<file path="src/rtl/tim_apb_ctrl.sv">
`default_nettype none
// ============================================================================
// Module      : tim_apb_ctrl
// Description : APB slave-side controller for the timer peripheral. It turns
//               every APB transfer into a single-cycle write or read strobe
//               toward the timer register bank and its read-data mux. It
//               inserts wait states, captures the address, data and strobes,
//               registers the read data and generates the error response.
//
//               Register map: TCR 0x00, TDR0 0x04, TDR1 0x08, TCMP0 0x0C,
//               TCMP1 0x10, TIER 0x14, TISR 0x18.
//
// Parameters  : ADDR_W       - width of tim_paddr (2..32)
//               WAIT_CYCLES  - APB wait states, 1..15
//
// Build macro : TIM_PSLVERR_EN - when defined, misaligned, out-of-map and
//               zero-strobe write accesses complete with tim_pslverr=1 and
//               issue no strobe. When undefined, tim_pslverr is tied to 0.
//
// Ports       : sys_clk, sys_rst_n      clock, async active-low reset
//               tim_psel/penable/pwrite APB control
//               tim_paddr/pwdata/pstrb  APB address, write data, strobes
//               tim_pready/prdata/
//               tim_pslverr             APB response (valid in DONE only)
//               reg_addr/wdata/wstrb    captured transfer toward the bank
//               wr_en, rd_en            one-cycle strobes toward the bank
//               rdata                   read-mux output
//
// Revision    : 1.0 - initial release
// ============================================================================
module tim_apb_ctrl #(
    parameter int ADDR_W      = 12,
    parameter int WAIT_CYCLES = 1
) (
    input  logic              sys_clk,
    input  logic              sys_rst_n,
    input  logic              tim_psel,
    input  logic              tim_penable,
    input  logic              tim_pwrite,
    input  logic [ADDR_W-1:0] tim_paddr,
    input  logic [31:0]       tim_pwdata,
    input  logic [3:0]        tim_pstrb,
    output logic              tim_pready,
    output logic [31:0]       tim_prdata,
    output logic              tim_pslverr,
    output logic [31:0]       reg_addr,
    output logic [31:0]       reg_wdata,
    output logic [3:0]        reg_wstrb,
    output logic              wr_en,
    output logic              rd_en,
    input  logic [31:0]       rdata
);

    typedef enum logic [1:0] {
        S_IDLE   = 2'd0,
        S_WAIT   = 2'd1,
        S_STROBE = 2'd2,
        S_DONE   = 2'd3
    } state_t;

    localparam logic [3:0] c_cnt_load = 4'(WAIT_CYCLES - 1);
    localparam bit         c_no_wait  = (WAIT_CYCLES == 1);

    state_t      r_state;
    state_t      w_state_nxt;
    logic [3:0]  r_cnt;
    logic [3:0]  w_cnt_nxt;
    logic        r_write;
    logic        r_err;
    logic [31:0] r_addr;
    logic [31:0] r_wdata;
    logic [3:0]  r_wstrb;
    logic [31:0] r_prdata;

    logic        w_setup;
    logic        w_active;
    logic        w_err;
    logic [31:0] w_addr_ext;

    assign w_setup  = tim_psel & ~tim_penable;
    assign w_active = tim_psel & tim_penable;

    always_comb begin
        w_addr_ext               = '0;
        w_addr_ext[ADDR_W-1:0]   = tim_paddr;
    end

`ifdef TIM_PSLVERR_EN
    assign w_err = (w_addr_ext[1:0] != 2'b00) ||
                   (w_addr_ext > 32'h0000_0018) ||
                   (tim_pwrite && (tim_pstrb == 4'h0));
`else
    assign w_err = 1'b0;
`endif

    // The counter holds the remaining WAIT cycles including the current one,
    // so leaving WAIT when it is at 1 lands STROBE exactly in cycle W.
    always_comb begin
        w_state_nxt = r_state;
        w_cnt_nxt   = r_cnt;
        case (r_state)
            S_IDLE: begin
                if (w_setup) begin
                    w_cnt_nxt   = c_cnt_load;
                    w_state_nxt = c_no_wait ? S_STROBE : S_WAIT;
                end
            end
            S_WAIT: begin
                if (!w_active) begin
                    w_state_nxt = S_IDLE;
                    w_cnt_nxt   = 4'd0;
                end else if (r_cnt <= 4'd1) begin
                    w_state_nxt = S_STROBE;
                    w_cnt_nxt   = 4'd0;
                end else begin
                    w_cnt_nxt   = r_cnt - 4'd1;
                end
            end
            S_STROBE: begin
                // An abort during STROBE still lets the strobe of this cycle
                // through; only the completion is suppressed.
                w_state_nxt = w_active ? S_DONE : S_IDLE;
            end
            S_DONE: begin
                // A setup phase seen here is ignored.
                w_state_nxt = S_IDLE;
            end
            default: begin
                w_state_nxt = S_IDLE;
                w_cnt_nxt   = 4'd0;
            end
        endcase
    end

    always_ff @(posedge sys_clk or negedge sys_rst_n) begin
        if (!sys_rst_n) begin
            r_state <= S_IDLE;
            r_cnt   <= 4'd0;
        end else begin
            r_state <= w_state_nxt;
            r_cnt   <= w_cnt_nxt;
        end
    end

    always_ff @(posedge sys_clk or negedge sys_rst_n) begin
        if (!sys_rst_n) begin
            r_write  <= 1'b0;
            r_err    <= 1'b0;
            r_addr   <= '0;
            r_wdata  <= '0;
            r_wstrb  <= '0;
            r_prdata <= '0;
        end else begin
            if ((r_state == S_IDLE) && w_setup) begin
                r_write <= tim_pwrite;
                r_err   <= w_err;
                r_addr  <= w_addr_ext;
                r_wdata <= tim_pwdata;
                r_wstrb <= tim_pstrb;
            end
            if (r_state == S_STROBE) begin
                r_prdata <= rdata;
            end
        end
    end

    assign wr_en      = (r_state == S_STROBE) &  r_write & ~r_err;
    assign rd_en      = (r_state == S_STROBE) & ~r_write & ~r_err;
    assign tim_pready = (r_state == S_DONE);
    assign tim_prdata = (tim_pready & ~r_write & ~r_err) ? r_prdata : 32'h0;
`ifdef TIM_PSLVERR_EN
    assign tim_pslverr = tim_pready & r_err;
`else
    assign tim_pslverr = 1'b0;
`endif

    assign reg_addr  = r_addr;
    assign reg_wdata = r_wdata;
    assign reg_wstrb = r_wstrb;

endmodule
`default_nettype wire

</file>
<file path="config.mk">
export PLATFORM = sky130hd
export DESIGN_NAME = tim_apb_ctrl
export DESIGN_NICKNAME = d
export VERILOG_FILES = /design/src/rtl/tim_apb_ctrl.sv
export SDC_FILE = /design/constraint.sdc
export NUM_CORES = 1
export LEC_CHECK = 0
export BUFFER_PORTS_ARGS = -buffer_cell sky130_fd_sc_hd__buf_2
export CAP_MARGIN = 20
export CORE_MARGIN = 2
export CORE_UTILIZATION = 46
export CTS_CLUSTER_DIAMETER = 50
export DETAILED_ROUTE_END_ITERATION = 8
export PLACE_DENSITY = 0.88
export SLEW_MARGIN = 20
export SYNTH_ARGS = -nofsm -noshare
export SYNTH_HDL_FRONTEND = slang
export SYNTH_SLANG_ARGS = --single-unit
</file>
<file path="constraint.sdc">
create_clock -name sys_clk -period 2 [get_ports sys_clk]
set_input_delay 0.1 -clock sys_clk [delete_from_list [all_inputs] [get_ports sys_clk]]
set_output_delay 0.1 -clock sys_clk [all_outputs]
set_load 0.1 [all_outputs]
</file>
==> metrics.yaml <==
outcome:
  status: "completed"
synthesis:
  synthesis.instances: 270
  netlist_area_um2: 3760
  synth.distinct_cells: 32
  ys_ff_latch: 87
  ys_warn_count: 0
  synth-seq-area-share_pct: 57.8
  avgSynthCellArea_um2: 13.9
timing:
  max_slew_margin_pct: 66.2
  hold_ws_ns: 0.0284
  fmax_ghz: 0.524
  hold_violations: 0
  finalMaxSlewViolations: 0
  fin_skew_ns: 0.0139
  setup_violations: 0
  fin_setup_tns_ns: 0
  tightest_slew_ns: 0.511
  fin_crit_ns: 1.91
  rsz0062_at_grt: "false"
  period_share_pct: 95.5
floorplanning:
  dieArea_um2: 8920
  die_w_um: 94.5
  initial_core_util_pct: 48.2
  ios: 189
  die_h_um: 94.5
  core_um2: 7810
  row_count: 32
drt:
  vias: 3018
  drt_wl_total_um: 10300
  wl_per_cell_um: 16.3
  antenna_left: 0
  dr.first_iter.drc_count: 78
  avgViaCountPerCell: 4.79
  drtPass1Iterations: 5
  drcViolationCount: 0
worst_setup_path:
  critPathMaxStageDelay_ns: 0.47
  startpoint_type: "flip-flop"
  reg2reg_to: "r_state[1]"
  cp_max_fo: 32
  worstSetupEndpointType: "output pin"
  cp_cell_sequence: "and2_2 > nor2b_1 > buf_6 > and2_2 > buf_12"
  cp_top_family: "simple AND/OR/NAND/NOR gates"
  r2r_setup_slack_ns: 0.47
  r2r_start: "r_cnt[2]"
  timing.critical_path.slowest_stage_cell: "dfrtp_2"
  path_buf_inv: 2
  rr_worst_depth: 3
  crit_arrival_ns: 1.81
  crit_type: "flip-flop to output pin"
  required_ns: 1.90
  worst_path_most_repeated_cell: "and2_2"
worst_hold_path:
  hp-class: "input pin to flip-flop"
  hold_depth: 2
  worstHoldStart: "rdata[31]"
  min_to: "r_prdata[31]"
final_layout:
  layout.cells.non_filler: 630
  syn_to_final_growth_pct: 64.6
  final_core_util_pct: 79.4
  layout-drive-gt1-share_pct: 54.6
  register_area_um2: 2180
  fill_cells: 454
  multi_input_area_um2: 1460
  layout_common_cells: "buf_2, dfrtp_1, dlygate4sd3_1"
  nets: 609
  mostFrequentLayoutCell: "buf_2"
place:
  port_buffers: 167
  dp_cells: 530
  gp_congestion: 0.817
  dp_hpwl_um: 6310
global_route:
  grt_pass1_vias: 3327
  track_usage_pct: 24.0
  antenna_found_initial: 1
  grt_first_pass_wirelength_um: 16300
  grt_max_degree: 51
  grt_overflow: 0
clock_network:
  clk_pin_slew_ns: 0.09
  clock_sinks: 87
  clk_latency_ns: 0.34
  clockBufferDepth: 2
  cts_tree: "yes"
  htree_levels: 3
  cts_root_buf: "clkbuf_8"
  numCtsBuffers: 9
pwr:
  ir_drop_uv: 968
  total_power_mw: 6.24
  power.density_nw_per_um2: 1010
  p_leak_nw: 2.91
job:
  max-cap-violations: 0
[where the power goes]
part / internal, mW / switching, mW
Combinational: 0.642 / 2.21
Clock: 0.454 / 0.623
Sequential: 2.12 / 0.193
[timing repair]
action	4_1_cts	5_1_grt
hold buffers	83	0
setup endpoints to repair	4	32
resized for setup	1	2
setup buffers	0	0
endpoints found under the hold margin	119	0
[cell type report]
cell class              count  share of cell area (%)
well taps                 102                    2.06
flip-flops and latches     87                    35.2
inverters                   3                   0.182
repair buffers            255                    36.2
multi-input cells         166                    23.6
diodes                      1                  0.0404
clock inverters             7                   0.747
clock buffers               9                    2.00
[worst max-delay path by stage]
stage                     startpoint             end  slack, ns  cells past startpoint
final                     r_state[1]   tim_prdata[7]       0.09                      5
after global routing      r_state[1]   tim_prdata[1]      0.004                      5
after CTS                 r_state[0]   tim_prdata[3]       0.03                      5
after detailed placement  r_state[1]   tim_prdata[3]       0.40                      5
after global placement    r_state[1]   tim_prdata[9]       0.45                      5
after floorplan           r_state[1]  tim_prdata[10]       0.03                      5
[cell families (layout without fill, tap and decap cells)]
| logic type | count (synthesis) | count (layout) | synth area share (%) |
|---|---|---|---|
| simple gates | 50 | 50 | 8.28 |
| mux | 82 | 82 | 24.5 |
| flops | 87 | 87 | 57.8 |
| fa+ha+maj | 2 | 2 | 0.665 |
| other cells | 1 | 22 | 0.0996 |
| buf+inv | 37 | 274 | 6.65 |
| xor+xnor | 1 | 1 | 0.233 |
| compound gates | 10 | 10 | 1.73 |
[worst reg2reg max path: cells and delay by family, from the launching register on]
family | cells | cell delay, ns
AND/OR/NAND/NOR | 2 | 0.83
flip-flops | 1 | 0.42
AO/OA/AOI/OAI | 1 | 0.20
[stage by stage]
stage,area (um2),worst slack (ns)
2_1_floorplan,3880,0.0252
3_5_place_dp,5190,0.396
3_3_place_gp,5190,0.451
4_1_cts,6190,0.0261
6_report,6200,0.0901
5_1_grt,6200,0.00385
[cell usage after synthesis (all sizes together)]
| library cell | count | area share (%) |
|---|---|---|
| a211o | 1 | 0.23 |
| o21bai | 1 | 0.20 |
| nand2 | 2 | 0.20 |
| o21ai | 2 | 0.27 |
| conb | 1 | 0.10 |
| nor3b | 1 | 0.20 |
| inv | 3 | 0.30 |
| or2 | 1 | 0.17 |
| a21oi | 2 | 0.27 |
| ha | 2 | 0.66 |
| mux2 | 81 | 24 |
| nor2 | 3 | 0.30 |
| nor3 | 2 | 0.40 |
| or4 | 1 | 0.20 |
| buf | 34 | 6.3 |
| a21o | 1 | 0.20 |
| o22ai | 1 | 0.17 |
| dfrtp | 87 | 58 |
| o2bb2ai | 1 | 0.23 |
| nand2b | 1 | 0.17 |
| nor2b | 3 | 0.50 |
| a31oi | 1 | 0.17 |
| and2 | 34 | 5.7 |
| xnor2 | 1 | 0.23 |
| mux2i | 1 | 0.27 |
| nand4b | 1 | 0.23 |
| nor4bb | 1 | 0.27 |
[registers in the layout, summed over array words and instances, names as in the netlist]
signal,cells
r_cnt,4
r_write,1
reg_addr,12
r_state,2
reg_wstrb,4
reg_wdata,32
r_prdata,32
[per-layer routing]
metal  global-route usage, %  routed length [um]  vias to the layer above
met5                       0                   0                        -
met4                    8.70                 218                        0
met3                    6.07                 714                       20
met2                    45.2                5560                      143
met1                    26.0                3810                     1472
li1                        -                   -                     1383
Note: power is estimated with default switching activity, not from simulation.
